--- config.mk ---
export PLATFORM = sky130hd
export DESIGN_NAME = dmem_arbiter
export DESIGN_NICKNAME = d
export VERILOG_FILES = /design/src/rtl/dmem_pkg.sv /design/src/rtl/dmem_dump_seq.sv /design/src/rtl/dmem_arbiter.sv
export SDC_FILE = /design/constraint.sdc
export NUM_CORES = 1
export LEC_CHECK = 0
export CORE_MARGIN = 3
export CORE_UTILIZATION = 35
export CTS_CLUSTER_DIAMETER = 200
export DETAILED_ROUTE_END_ITERATION = 10
export GPL_TIMING_DRIVEN = 0
export PLACE_DENSITY_LB_ADDON = 0.1
export SKIP_CTS_REPAIR_TIMING = 1
export SLEW_MARGIN = 40
export SYNTH_ARGS = -nofsm -noshare
export SYNTH_HDL_FRONTEND = slang
export SYNTH_SLANG_ARGS = --single-unit
export TNS_END_PERCENT = 100
--- constraint.sdc ---
create_clock -name clock -period 2.56 [get_ports clock]
set_input_delay 0.768 -clock clock [delete_from_list [all_inputs] [get_ports clock]]
set_output_delay 0.768 -clock clock [all_outputs]
set_load 0.1 [all_outputs]
--- src/rtl/dmem_pkg.sv ---
// dmem_pkg: shared constants and types for the data-memory arbiter.
//   DATA_W        data word width
//   DEPTH_DEF     default number of RAM words
//   MAX_WAIT_DEF  default debug starvation limit (cycles)
//   WAIT_W        width of the debug wait counter (holds 1..15)
//   dump_state_e  dump sequencer states
//   rd_tag_t      owner/attributes of a read in flight (one RAM latency stage)
package dmem_pkg;
   localparam int DATA_W       = 32;
   localparam int DEPTH_DEF    = 512;
   localparam int MAX_WAIT_DEF = 4;
   localparam int WAIT_W       = 4;

   typedef enum logic [1:0] {
      IDLE  = 2'd0,
      READ  = 2'd1,
      DRAIN = 2'd2,
      DONE  = 2'd3
   } dump_state_e;

   typedef struct packed {
      logic cpu;   // CPU load returns next cycle
      logic dbg;   // debug read returns next cycle
      logic dump;  // dump beat returns next cycle
      logic oob;   // address was outside the RAM, force data to 0
   } rd_tag_t;
endpackage

--- src/rtl/dmem_dump_seq.sv ---
// dmem_dump_seq: memory dump sequencer. Walks addresses 0..DEPTH-1, one read
// per cycle while in READ, then DRAIN (last beat returns) and a DONE pulse.
//   clock, rst_n  clock, synchronous active-low reset
//   start         dump request, only honoured in IDLE
//   rd_en         sequencer owns the RAM slot this cycle
//   rd_addr       address being read when rd_en is high
//   busy          high in READ and DRAIN
//   done          one-cycle pulse in DONE
module dmem_dump_seq
   import dmem_pkg::*;
#(
   parameter int DEPTH  = DEPTH_DEF,
   parameter int ADDR_W = 9
) (
   input  logic              clock,
   input  logic              rst_n,
   input  logic              start,
   output logic              rd_en,
   output logic [ADDR_W-1:0] rd_addr,
   output logic              busy,
   output logic              done
);
   localparam logic [ADDR_W-1:0] LAST = ADDR_W'(DEPTH - 1);

   dump_state_e       state, state_nxt;
   logic [ADDR_W-1:0] addr, addr_nxt;

   always_ff @(posedge clock) begin
      if (!rst_n) begin
         state <= IDLE;
         addr  <= '0;
      end else begin
         state <= state_nxt;
         addr  <= addr_nxt;
      end
   end

   always_comb begin
      state_nxt = state;
      addr_nxt  = addr;
      rd_en     = 1'b0;
      busy      = 1'b0;
      done      = 1'b0;
      unique case (state)
         IDLE: begin
            if (start) begin
               state_nxt = READ;
               addr_nxt  = '0;
            end
         end
         READ: begin
            rd_en = 1'b1;
            busy  = 1'b1;
            // stop on the last word instead of incrementing, so the counter never wraps
            if (addr == LAST) state_nxt = DRAIN;
            else              addr_nxt  = addr + ADDR_W'(1);
         end
         DRAIN: begin
            busy      = 1'b1;
            state_nxt = DONE;
         end
         DONE: begin
            done      = 1'b1;
            state_nxt = IDLE;
         end
         default: state_nxt = IDLE;
      endcase
   end

   assign rd_addr = addr;
endmodule

--- src/rtl/dmem_arbiter.sv ---
// dmem_arbiter: arbitrates one single-port data RAM (1-cycle read latency)
// between the CPU MEM stage, a debug port and the memory dump engine.
//   clock, rst_n        clock, synchronous active-low reset
//   cpu_*               CPU request (req/we/addr/wdata), load data, stall
//   dbg_*               debug request, combinational grant, read response
//   dump_*              dump start, busy/done status, read beats (valid/addr/data)
//   ram_*               RAM port (en/we/addr/wdata out, rdata in)
// CPU wins by default; debug wins when the CPU is idle or after waiting
// MAX_WAIT cycles. While the dump reads, it owns the RAM outright.
module dmem_arbiter
   import dmem_pkg::*;
#(
   parameter int DEPTH    = DEPTH_DEF,
   parameter int ADDR_W   = 9,
   parameter int MAX_WAIT = MAX_WAIT_DEF
) (
   input  logic              clock,
   input  logic              rst_n,
   input  logic              cpu_req,
   input  logic              cpu_we,
   input  logic [ADDR_W-1:0] cpu_addr,
   input  logic [DATA_W-1:0] cpu_wdata,
   output logic [DATA_W-1:0] cpu_rdata,
   output logic              cpu_stall,
   input  logic              dbg_req,
   input  logic              dbg_we,
   input  logic [ADDR_W-1:0] dbg_addr,
   input  logic [DATA_W-1:0] dbg_wdata,
   output logic              dbg_gnt,
   output logic              dbg_rvalid,
   output logic [DATA_W-1:0] dbg_rdata,
   input  logic              dump_start,
   output logic              dump_busy,
   output logic              dump_valid,
   output logic              dump_done,
   output logic [ADDR_W-1:0] dump_addr,
   output logic [DATA_W-1:0] dump_data,
   output logic              ram_en,
   output logic              ram_we,
   output logic [ADDR_W-1:0] ram_addr,
   output logic [DATA_W-1:0] ram_wdata,
   input  logic [DATA_W-1:0] ram_rdata
);
   localparam logic [WAIT_W-1:0] WAIT_LIM = WAIT_W'(MAX_WAIT);

   function automatic logic is_oob(input logic [ADDR_W-1:0] a);
      return 32'(a) >= 32'(DEPTH);
   endfunction

   logic [WAIT_W-1:0] wait_cnt;
   logic              seq_rd, seq_busy, seq_done;
   logic [ADDR_W-1:0] seq_addr;
   logic              dump_gnt, dbg_win, cpu_gnt, sel_we, oob;
   logic [ADDR_W-1:0] sel_addr;
   rd_tag_t           tag_d, tag_q;
   logic [ADDR_W-1:0] dump_addr_q;
   logic [DATA_W-1:0] cpu_rdata_q, dbg_rdata_q, rd_data;

   dmem_dump_seq #(.DEPTH(DEPTH), .ADDR_W(ADDR_W)) u_seq (
      .clock   (clock),
      .rst_n   (rst_n),
      .start   (dump_start),
      .rd_en   (seq_rd),
      .rd_addr (seq_addr),
      .busy    (seq_busy),
      .done    (seq_done)
   );

   // Grant priority: dump (READ) > starved or uncontended debug > CPU.
   // Everything is qualified with rst_n so no access leaks out during reset.
   always_comb begin
      dump_gnt = 1'b0;
      dbg_win  = 1'b0;
      cpu_gnt  = 1'b0;
      if (rst_n) begin
         if (seq_rd)                                          dump_gnt = 1'b1;
         else if (dbg_req && (!cpu_req || wait_cnt == WAIT_LIM)) dbg_win  = 1'b1;
         else if (cpu_req)                                    cpu_gnt  = 1'b1;
      end
   end

   always_comb begin
      sel_addr = cpu_addr;
      sel_we   = cpu_gnt & cpu_we;
      if (dump_gnt) begin
         sel_addr = seq_addr;
         sel_we   = 1'b0;
      end else if (dbg_win) begin
         sel_addr = dbg_addr;
         sel_we   = dbg_we;
      end
   end

   assign oob       = is_oob(sel_addr);
   assign ram_en    = dump_gnt | dbg_win | cpu_gnt;
   assign ram_we    = ram_en & sel_we & ~oob;
   assign ram_addr  = sel_addr;
   assign ram_wdata = dbg_win ? dbg_wdata : cpu_wdata;

   always_comb begin
      tag_d      = '0;
      tag_d.cpu  = cpu_gnt & ~cpu_we;
      tag_d.dbg  = dbg_win & ~dbg_we;
      tag_d.dump = dump_gnt;
      tag_d.oob  = oob;
   end

   always_ff @(posedge clock) begin
      if (!rst_n) begin
         tag_q       <= '0;
         wait_cnt    <= '0;
         dump_addr_q <= '0;
         cpu_rdata_q <= '0;
         dbg_rdata_q <= '0;
      end else begin
         tag_q <= tag_d;
         // saturate at the limit so a debug request held through a dump
         // is still granted as soon as the dump releases the RAM
         if (!dbg_req || dbg_win)    wait_cnt <= '0;
         else if (wait_cnt != WAIT_LIM) wait_cnt <= wait_cnt + WAIT_W'(1);
         if (dump_gnt)  dump_addr_q <= seq_addr;
         if (tag_q.cpu) cpu_rdata_q <= rd_data;
         if (tag_q.dbg) dbg_rdata_q <= rd_data;
      end
   end

   // Return data is passed through in the cycle it arrives, then held.
   assign rd_data    = tag_q.oob ? '0 : ram_rdata;
   assign cpu_rdata  = tag_q.cpu ? rd_data : cpu_rdata_q;
   assign dbg_rdata  = tag_q.dbg ? rd_data : dbg_rdata_q;
   assign cpu_stall  = rst_n & cpu_req & ~cpu_gnt;
   assign dbg_gnt    = dbg_win;
   assign dbg_rvalid = rst_n & tag_q.dbg;
   assign dump_valid = rst_n & tag_q.dump;
   assign dump_addr  = dump_addr_q;
   assign dump_data  = rd_data;
   assign dump_busy  = rst_n & seq_busy;
   assign dump_done  = rst_n & seq_done;
endmodule

==> results_dict.tcl <==
set metrics [dict create \
    status "finished, violations left" \
    violations "setup timing" \
    cp-start-kind "primary input" \
    layout_commonest_cell "clkdlybuf4s50_1" \
    stdcell_count 935 \
    ir_drop_mv 0.522 \
    layout-drive-gt1-share_pct 47.4 \
    cpMaxStageDelayCell "mux2_4" \
    cp.required_ps 1790 \
    final_cell_mix "clkdlybuf4s50_1, buf_4, dfxtp_1" \
    period_needed_ps 2940 \
    drt_pass1_iterations 4 \
    dp.final_hpwl_um 11700 \
    root_buffer "clkbuf_16" \
    dieWidth_um 123 \
    cts.path.max_buffers 2 \
    synth_top_area_cell "dfxtp_1" \
    finalWirelength_um 15300 \
    syn_nets 591 \
    tightestPinTransition_ps 509 \
    crit_buf_inv 4 \
    postSynthAreaPerCell_um2 10.4 \
    antenna_cells 0 \
    yosys.area.top_type_share_pct 37.9 \
    drc 0 \
    drt_iter0_markers 225 \
    power_density_nw_per_um2 742 \
    clkSinkCount 91 \
    maxSlewViolCount 0 \
    clkLatencyLatePin_ps 330 \
    grt_use_total_pct 17.8 \
    slew-limit-headroom_pct 66.3 \
    cts_tree "yes" \
    rows 42 \
    antenna_left 0 \
    setup_tns_ps -14390 \
    cts_buffers 9 \
    floorplan.initialDensity_pct 36.0 \
    routabilityCongestion 0.824 \
    h-tree-depth 3 \
    layout_setup_ws_ps -376 \
    cts.clk_slew.worst_paths_ps 60 \
    dp_cells 911 \
    vias 4375 \
    p_leak_nw 3.86 \
    crit_fanout 10 \
    end_kind "primary output" \
    vias_per_cell 4.68 \
    synth_flop_cell "dfxtp_1" \
    synthTopCellsByArea "dfxtp_1, mux2_2, and2_1" \
    finClkSkew_ps 6.05 \
    max_stage_delay_ps 330 \
    finalCritPeriodShare_pct 115 \
    critPathTopFamily "buffers and inverters" \
    fp.dieH_um 123 \
    grt_overflow 0 \
    ys_seq_area_share_pct 37.9 \
    hold_viol 0 \
    setup-violations-final 43 \
    max_freq_mhz 341 \
    wl_per_cell_um 16.4 \
    async_reset_ff_share_pct 0 \
    port_buffers 273 \
    grt_max_degree 15 \
    syn_inst 462 \
    synth_area_um2 4810 \
    maxCapViolCount 0 \
    core_area_um2 13300 \
    synth_cell_type_count 42 \
    worstSetupPathType "in2out" \
    ys_ff_latch 91 \
    top_level_ports 275 \
    path_common_cell "buf_12" \
    grt_pass1_wl_um 20900 \
    die_area_um2 15200 \
    grt_pass1_vias 4149 \
    antenna_found_initial 0 \
    hold_class "reg2reg" \
    crit_arrival_ps 2170 \
    rsz0062_at_grt "yes" \
    syn2layout_area_growth_pct 80.0 \
    ys_warn_count 0 \
    synth-edff-count 0 \
    num-nets-final 883 \
    worstPathCellList "dlymetal6s2s_1 -> nand2_8 -> nor2b_4 -> buf_12 -> buf_12 -> mux2_4 -> buf_12" \
]
[cell families after synthesis]
| group | share of synthesized area [%] |
|---|---|
| compound gates | 7.73 |
| xor+xnor | 0.910 |
| fa+ha+maj | 2.08 |
| buf+inv | 9.29 |
| flops | 37.9 |
| mux | 24.7 |
| simple gates | 17.5 |
[tightest hold or removal path, stage by stage, from the launching register on]
cell and delay [ps]:
dfxtp_1 310, nand2b_1 50, a21boi_0 70
[worst paths after layout]
kind         cells past startpoint          endpoint        startpoint  slack (ps)
max reg2reg                      8  u_seq.rd_addr[6]  u_seq.rd_addr[3]         620
max                              7     ram_wdata[22]           dbg_req        -380
min                              2      dump_addr[8]      dump_addr[8]         480
min reg2reg                      2      dump_addr[8]      dump_addr[8]         480
[synth_stat cells, types with 5 or more instances]
master / number
a21boi_0: 12
a21oi_1: 14
a221o_1: 9
and2_1: 71
buf_2: 8
buf_4: 32
clkbuf_1: 16
dfxtp_1: 91
ha_1: 8
mux2_2: 65
mux2_4: 28
nand2_1: 23
nand2b_1: 10
nor2_1: 16
nor2b_1: 5
o21ai_0: 6
[registers in the layout, indices dropped and copies added (netlist names)]
name and flops:
dbg_rdata_q 32, dump_addr 9, tag_q 3, cpu_rdata_q 32
wait_cnt 4, u_seq.state 2, u_seq.rd_addr 9
[routing by layer]
metal,routed length [um],global-route usage [%]
met5,0,0
met4,280,4.78
met3,1540,7.27
met2,7860,31.4
met1,5640,19.7
[stage by stage]
step                      worst slack (ps)  utilization [%]  hold WS, ps  total power [W]  area [um^2]
after floorplan                      -84.0                -          453          0.00382         4990
after global placement               -1670             59.5          465          0.00456         7950
after detailed placement             -1020             53.8          469          0.00438         7180
after CTS                            -1020             56.5          480          0.00594         7540
after global routing                  -467             64.9          492          0.00664         8660
final                                 -376             64.9          477          0.00642         8660
[power breakdown]
part	switching, W	leakage, nW	internal, W
logic	0.00218	2.95	0.00115
registers	0.0000359	0.739	0.00149
clock network	0.000525	0.179	0.00103
total	0.00274	3.86	0.00368
[layout make-up]
class | count | area, um^2
clock inverters | 4 | 95.1
inverters | 4 | 15.0
fillers | 1085 | 4690
multi-input cells | 306 | 2710
flip-flops and latches | 91 | 1830
plain buffers | 59 | 503
repair buffers | 283 | 3020
clock buffers | 12 | 267
well taps | 176 | 220
No activity file was read; power rests on OpenSTA's default activity.
